--- src/rtl/spi_reg_host.sv ---
// SPI register-protocol initiator: turns one parallel read/write command into a
// single CS-framed mode-0 SPI transaction and returns right-aligned read data.
module spi_reg_host #(
  parameter int unsigned CLK_DIV = 4,
  parameter int unsigned GAP_CYC = 8
) (
  input  logic        clk,
  input  logic        rst,
  input  logic        cmd_valid,
  output logic        cmd_ready,
  input  logic        cmd_rw,
  input  logic [5:0]  cmd_addr,
  input  logic [1:0]  cmd_width,
  input  logic [31:0] cmd_wdata,
  output logic        rsp_valid,
  output logic [31:0] rsp_rdata,
  output logic        busy,
  output logic        spi_cs_n,
  output logic        spi_clk,
  output logic        spi_mosi,
  input  logic        spi_miso
);

  localparam int unsigned CNT_MAX = (CLK_DIV > GAP_CYC) ? CLK_DIV : GAP_CYC;
  localparam int unsigned CW      = $clog2(CNT_MAX + 1);

  localparam logic [2:0] S_IDLE  = 3'd0;
  localparam logic [2:0] S_SETUP = 3'd1;
  localparam logic [2:0] S_LOW   = 3'd2;
  localparam logic [2:0] S_HIGH  = 3'd3;
  localparam logic [2:0] S_HOLD  = 3'd4;
  localparam logic [2:0] S_GAP   = 3'd5;

  logic [2:0]    state;
  logic [CW-1:0] cnt;
  logic [5:0]    bit_cnt;
  logic [5:0]    bit_last;
  logic [47:0]   frame;
  logic [31:0]   rx_sh;
  logic [31:0]   rx_mask;
  logic          rw_q;

  logic [47:0]   load_frame;
  logic [5:0]    load_last;
  logic [31:0]   load_mask;

  // Build the left-aligned outgoing frame, last bit index and read mask from the command
  always_comb begin
    load_frame        = '0;
    load_frame[47:40] = {cmd_rw, 1'b0, cmd_addr};
    case (cmd_width)
      2'b00: begin
        load_mask = 32'h0000_00FF;
        load_last = cmd_rw ? 6'd15 : 6'd23;
        if (cmd_rw) load_frame[39:32] = cmd_wdata[7:0];
      end
      2'b01: begin
        load_mask = 32'h0000_FFFF;
        load_last = cmd_rw ? 6'd23 : 6'd31;
        if (cmd_rw) load_frame[39:24] = cmd_wdata[15:0];
      end
      default: begin
        load_mask = '1;
        load_last = cmd_rw ? 6'd39 : 6'd47;
        if (cmd_rw) load_frame[39:8] = cmd_wdata;
      end
    endcase
  end

  // Transaction sequencer: SETUP, per-bit LOW/HIGH phases, HOLD, then the CS-high gap
  always_ff @(posedge clk) begin
    if (rst) begin
      state     <= S_IDLE;
      cnt       <= '0;
      bit_cnt   <= '0;
      bit_last  <= '0;
      frame     <= '0;
      rx_sh     <= '0;
      rx_mask   <= '0;
      rw_q      <= 1'b0;
      cmd_ready <= 1'b1;
      busy      <= 1'b0;
      rsp_valid <= 1'b0;
      rsp_rdata <= '0;
      spi_cs_n  <= 1'b1;
      spi_clk   <= 1'b0;
      spi_mosi  <= 1'b0;
    end else begin
      rsp_valid <= 1'b0;
      case (state)
        S_IDLE: begin
          if (cmd_valid && cmd_ready) begin
            state     <= S_SETUP;
            cnt       <= '0;
            bit_cnt   <= '0;
            bit_last  <= load_last;
            frame     <= load_frame;
            rx_sh     <= '0;
            rx_mask   <= load_mask;
            rw_q      <= cmd_rw;
            cmd_ready <= 1'b0;
            busy      <= 1'b1;
          end
        end
        // The accept edge only latches the command, so SETUP runs one extra
        // count: its first cycle drops CS and presents bit 0, leaving CS low
        // for CLK_DIV cycles before the first LOW phase.
        S_SETUP: begin
          if (cnt == '0) begin
            spi_cs_n <= 1'b0;
            spi_mosi <= frame[47];
            frame    <= frame << 1;
          end
          if (cnt == CW'(CLK_DIV)) begin
            state <= S_LOW;
            cnt   <= '0;
          end else begin
            cnt <= cnt + CW'(1);
          end
        end
        S_LOW: begin
          if (cnt == CW'(CLK_DIV - 1)) begin
            state   <= S_HIGH;
            cnt     <= '0;
            spi_clk <= 1'b1;
          end else begin
            cnt <= cnt + CW'(1);
          end
        end
        S_HIGH: begin
          if (cnt == CW'(CLK_DIV - 1)) begin
            spi_clk <= 1'b0;
            cnt     <= '0;
            if (!rw_q && bit_cnt >= 6'd16) rx_sh <= {rx_sh[30:0], spi_miso};
            if (bit_cnt == bit_last) begin
              state    <= S_HOLD;
              spi_mosi <= 1'b0;
            end else begin
              state    <= S_LOW;
              bit_cnt  <= bit_cnt + 6'd1;
              spi_mosi <= frame[47];
              frame    <= frame << 1;
            end
          end else begin
            cnt <= cnt + CW'(1);
          end
        end
        S_HOLD: begin
          if (cnt == CW'(CLK_DIV - 1)) begin
            state     <= S_GAP;
            cnt       <= '0;
            spi_cs_n  <= 1'b1;
            rsp_valid <= 1'b1;
            rsp_rdata <= rw_q ? '0 : (rx_sh & rx_mask);
          end else begin
            cnt <= cnt + CW'(1);
          end
        end
        S_GAP: begin
          if (cnt == CW'(GAP_CYC - 1)) begin
            state     <= S_IDLE;
            cnt       <= '0;
            cmd_ready <= 1'b1;
            busy      <= 1'b0;
          end else begin
            cnt <= cnt + CW'(1);
          end
        end
        default: begin
          state <= S_IDLE;
        end
      endcase
    end
  end

endmodule

--- config.mk ---
export PLATFORM = sky130hd
export DESIGN_NAME = spi_reg_host
export DESIGN_NICKNAME = d
export VERILOG_FILES = /design/src/rtl/spi_reg_host.sv
export SDC_FILE = /design/constraint.sdc
export NUM_CORES = 1
export LEC_CHECK = 0
export ABC_AREA = 1
export BUFFER_PORTS_ARGS = -buffer_cell sky130_fd_sc_hd__buf_2
export CAP_MARGIN = 20
export CORE_UTILIZATION = 31
export CTS_BUF_LIST = sky130_fd_sc_hd__clkbuf_8
export DETAILED_ROUTE_END_ITERATION = 8
export PLACE_DENSITY = 0.51
export SKIP_CTS_REPAIR_TIMING = 1
export SLEW_MARGIN = 10
export SYNTH_ARGS = -nofsm -noshare
export SYNTH_HDL_FRONTEND = slang
export SYNTH_SLANG_ARGS = --single-unit
--- constraint.sdc ---
create_clock -name clk -period 2.5 [get_ports clk]
set_clock_uncertainty 0.2 [all_clocks]
set_input_delay 0.5 -clock clk [delete_from_list [all_inputs] [get_ports clk]]
set_output_delay 0.5 -clock clk [all_outputs]
set_load 0.01 [all_outputs]
======== Yosys cells after proc, flatten, opt, wreduce, memory -nomap -nowiden ========
Index checks and enable logic that the tools add are counted.
operators by class
  add/sub/neg operators ................... 2
  bitwise gates (word level) .............. 2
  reductions and logical operators ........ 27
  $lt $le $gt $ge ......................... 1
  eq/ne operators ......................... 19
  mux-type cells .......................... 54
operators by type and width
  cell                                            number
  two-way mux 48 bit                              4
  two-way mux 32 bit                              5
  case mux 48 bit (3 select lines)                1
  case mux 32 bit (2 select lines)                2
  bitwise AND 32 bit                              1
  two-way mux 16 bit                              2
  case mux 8 bit (2 select lines)                 2
  two-way mux 4 bit                               6
  case mux 6 bit (2 select lines)                 2
  two-way mux 3 bit                               7
  two-way mux 6 bit                               3
  inequality test 2 bit (second input constant)   9
  case mux 3 bit (6 select lines)                 1
  case mux 4 bit (4 select lines)                 1
  AND reduction 3 bit                             4
  two-way mux 1 bit                               11
  case mux 1 bit (2 select lines)                 5
  nonzero test 2 bit                              5
  == test 4 x 3 -> 1 bit (second input constant)  2
  two-way mux 8 bit                               1
  AND reduction 4 bit                             2
  adder 6 x 1 -> 6 bit (second input constant)    1
  == test 3 x 2 -> 1 bit (second input constant)  2
  == test 3 bit (second input constant)           2
  20 further kinds                                24
word-level totals
  flip-flop bits (word level) ............. 170
  logic and storage cells ................. 120
  input port bits ......................... 45
  output and inout bits ................... 38

======== Depth between registers and ports, before layout ========
  depth after elaboration ................. 5
  gate-level depth with buffers ........... 12
  depth with buffers taken out ............ 10

======== Worst setup path after synthesis ========
OpenSTA, ideal clock, no wires.
  kind .................................... register -> register
  start ................................... reg cnt[0]
  end ..................................... reg frame[28]
  buffers on the path ..................... 2
  slack ................................... 703 ps
  cell stages (with the launch flop) ...... 11
  required time ........................... 2185 ps
  setup time .............................. 115 ps
  arrival ................................. 1482 ps
  clock period less this slack ............ 1797 ps
  path through ............................ dfxtp_1 > ha_1 > nand3_1 > nand2_2 > nand2_4 > nor2_4 > buf_6 > buf_6 > nand3_1 > nand2_1 > nor2_1
on the way
  cells in the longest elaborated chain, start to end .. 3
  elaborated cells between the ends (all ways) .. 5
  classes of those cells .................. eq/ne (3); reduce/logical (2)
ends and longest elaborated chain
  element                                                    RTL line  text
  start: declaration                                         35        logic [CW-1:0] cnt;
  start signal: assignment                                   118       cnt <= cnt + CW'(1);
  start signal: assignment                                   127       cnt <= cnt + CW'(1);
  start signal: assignment                                   145       cnt <= cnt + CW'(1);
  == test 4 x 2 -> 1 bit or zero test 4 bit (tied branches)  131, 109
  inequality test 2 bit (no line)                            n/a
  AND reduction 5 bit (no line) (*)                          n/a
  end signal: assignment                                     97        frame <= load_frame;
  end signal: assignment                                     112       frame <= frame << 1;
  end signal: assignment                                     142       frame <= frame << 1;
  end: declaration                                           38        logic [47:0] frame;
Every way passes the cells marked *; elsewhere a longest branch is shown, timed or not.
A chain may end at the register's enable or synchronous reset.

======== Worst setup path in the final report ========
  start ................................... reg cnt[0]
  end ..................................... reg frame[42]
Same word-level chain as after synthesis.

==> impl_metrics.yaml <==
run_status:
  outcome: "complete, no violations"
detailed_routing:
  wl_um: 16100
  num_vias: 5770
  drc: 0
  ant_nets: 0
  viasPerCell: 4.82
  drt_iter0_markers: 308
  avgRoutedWirePerCell_um: 13.5
  drt_first_pass_iters: 5
global_routing:
  antenna_found_initial: 0
  grtUsageTotal_pct: 16.5
  grt_first_pass_wirelength_um: 26600
  overflow: 0
  grt_max_degree: 75
  grt_pass1_vias: 5176
sta:
  finalHoldWorstSlack_ns: 0.103
  post-route-period-util_pct: 86.2
  tightestPinTransition_ns: 0.587
  final.min_clock_period_ns: 2.15
  hold_viol: 0
  relSlewSlack_pct: 60.8
  finalSetupViolCount: 0
  timing.fmax_ghz: 0.464
  tns_ns: 0
  final_max_slew_viol_count: 0
  grt_setup_unrepaired: "false"
worst_setup_path:
  critPathCaptureType: "register"
  cp-startpoint: "cnt[0]"
  criticalPathCategory: "register to register"
  r2r_start: "cnt[0]"
  slowest_stage: "dfxtp_1"
  max_stage_delay_ns: 0.39
  crit_family: "simple AND/OR/NAND/NOR gates"
  cp_cell_sequence: "ha_1 -> nand3_1 -> nand2_2 -> nand2_4 -> nor2_4 -> buf_12 -> nand2_2 -> nand2_1 -> a21oi_1"
  start_kind: "register"
  crit_path_max_fanout: 74
  cp_common_cell: "nand2_2"
  crit_buf_inv: 1
  worstPathArrival_ns: 2.27
  cp_data_required_time_ns: 2.61
finish:
  nFillCells: 2024
  layout-drive-gt1-share_pct: 16.0
  final_net_count: 971
  antennaDiodeCount: 0
  final_cells: 1196
  syn2layout_area_growth_pct: 16.6
cts:
  clock-sinks: 129
  cts-htree-levels: 4
  ctsLongestPathBuffers: 2
  cts_buffers: 17
  cts-root-buf: "clkbuf_8"
  path_clk_slew_ns: 0.08
  insertion_delay_ns: 0.46
  cts_tree: "built"
floorplanning:
  rows: 50
  io_pins: 83
  die_y_um: 142
  start_util_pct: 32.1
  die_w_um: 142
  die_area_mm2: 0.0202
  coreArea_mm2: 0.0190
synth:
  ys_seq_elements: 129
  synth-warning-count: 0
  yosysSeqAreaShare_pct: 42.4
  synth_nets: 914
  yosysUniqueCellTypes: 36
  synth.avg_cell_area_um2: 7.03
  netlist_area_mm2: 0.00609
  yosys.area.top_type: "dfxtp_1"
  synthCells: 866
  yosysTopAreaCellShare_pct: 42.4
  ys_top_cells_by_area: "dfxtp_1 42%, nand2_1 11%, a21oi_1 7.4%"
power:
  cellPowerDensity_mw_per_mm2: 1120
  power_frac_seq_pct: 35.7
  worst_ir_drop_vdd_mv: 0.495
  leakage_nw: 3.11
  totalPowerFinal_mw: 7.96
  clockPowerShare_pct: 23.0
  p_sw_mw: 3.28
  p_int_mw: 4.68
  p_sw_share_pct: 41.2
  comb_power_share_pct: 41.2
placed_design:
  dpl.hpwl_um: 10600
  portBuffers: 82
  dp_cells: 1163
  gp_congestion: 0.827
min_path:
  min_path_type: "primary input to register"
  holdCritStartpoint: "spi_miso"
run:
  max-cap-violations: 0
==> worst paths after layout <==
check,slack [ns],cells after the start,endpoint
setup / recovery,0.35,9,frame[42]
hold / removal,0.10,3,rx_sh[0]
setup reg to reg,0.35,9,frame[42]
hold reg to reg,0.26,2,frame[41]
==> power by group through the flow <==
stage                     Clock (mW)  Sequential [mW]  Combinational (mW)
after CTS                       1.89             2.84                3.29
after global routing            1.98             2.91                3.78
after detailed placement           0             2.88                3.28
after floorplan                    0             2.78                2.78
final                           1.83             2.85                3.29
after global placement             0             2.89                3.28
==> logic make-up after synthesis <==
kind of cell / count (synthesis) / share of synthesized area, %
buf+inv: 107 / 7.78
xor+xnor: 1 / 0.144
compound gates: 210 / 18.8
mux: 8 / 1.31
simple gates: 408 / 29.0
fa+ha+maj: 3 / 0.616
flops: 129 / 42.4
==> worst min-delay path, delay by kind of cell <==
family | cells | cell delay (ns)
AOI/OAI and AO/OA | 1 | 0.06
and+or+nand+nor | 1 | 0.07
buffers and inverters | 1 | 0.10
==> metal layers <==
metal  share of wire [%]  GRT usage, %  vias to the layer above
met5                   0             0                        -
met4                0.87          4.47                        0
met3                 4.3          4.44                       12
met2                  43          24.3                      109
met1                  51          23.6                     2634
li1                    -             -                     3015
==> Yosys cell counts (all sizes together) <==
library cell	n
nand4	3
a22oi	10
o21ai	78
ha	3
o31ai	1
nor2	109
nor3b	1
or2	1
a211oi	17
clkinv	1
dfxtp	129
a21oi	90
inv	45
o21bai	1
clkbuf	31
a21o	1
a31oi	1
or3	1
nor3	5
nand3	79
nand2	191
nand3b	18
xor2	1
o22ai	10
mux2i	8
buf	30
o211ai	1
==> area by class of cell <==
cell class / instances / area [um^2] / area share (%)
timing repair buffer: 99 / 576 / 8.10
clock inverter: 14 / 155 / 2.18
inverter: 46 / 173 / 2.43
tap: 260 / 325 / 4.58
multi-input combinational: 630 / 3040 / 42.9
clock buffer: 18 / 248 / 3.49
sequential: 129 / 2580 / 36.4
==> placed cells by master, fill, tap and decap left out, types with 10 or more instances in the layout <==
cell type / n
o21ai_0: 70
inv_1: 38
dfxtp_1: 129
nand3b_1: 18
buf_4: 14
nor2_1: 105
o22ai_1: 10
nand2_1: 185
a21oi_1: 90
clkbuf_8: 18
a211oi_1: 17
nand3_1: 79
a22oi_1: 10
buf_2: 82
==> sequential cells by signal (all words and copies together), names as in the netlist <==
register / cells
rx_sh: 32
bit_cnt: 6
cmd_ready: 1
rw_q: 1
rsp_rdata: 32
spi_mosi: 1
spi_clk: 1
rx_mask: 2
frame: 40
spi_cs_n: 1
busy: 1
cnt: 4
state: 3
bit_last: 3
rsp_valid: 1
==> stage by stage <==
stage	cell area [um^2]	worst slack [ns]	util, %
after floorplan	6090	0.703	-
after global placement	6690	0.375	35.3
after detailed placement	6690	0.340	35.3
after CTS	7100	0.327	37.4
after global routing	7100	0.178	37.5
final	7100	0.345	37.5
Power figures use the tool's default switching activity.
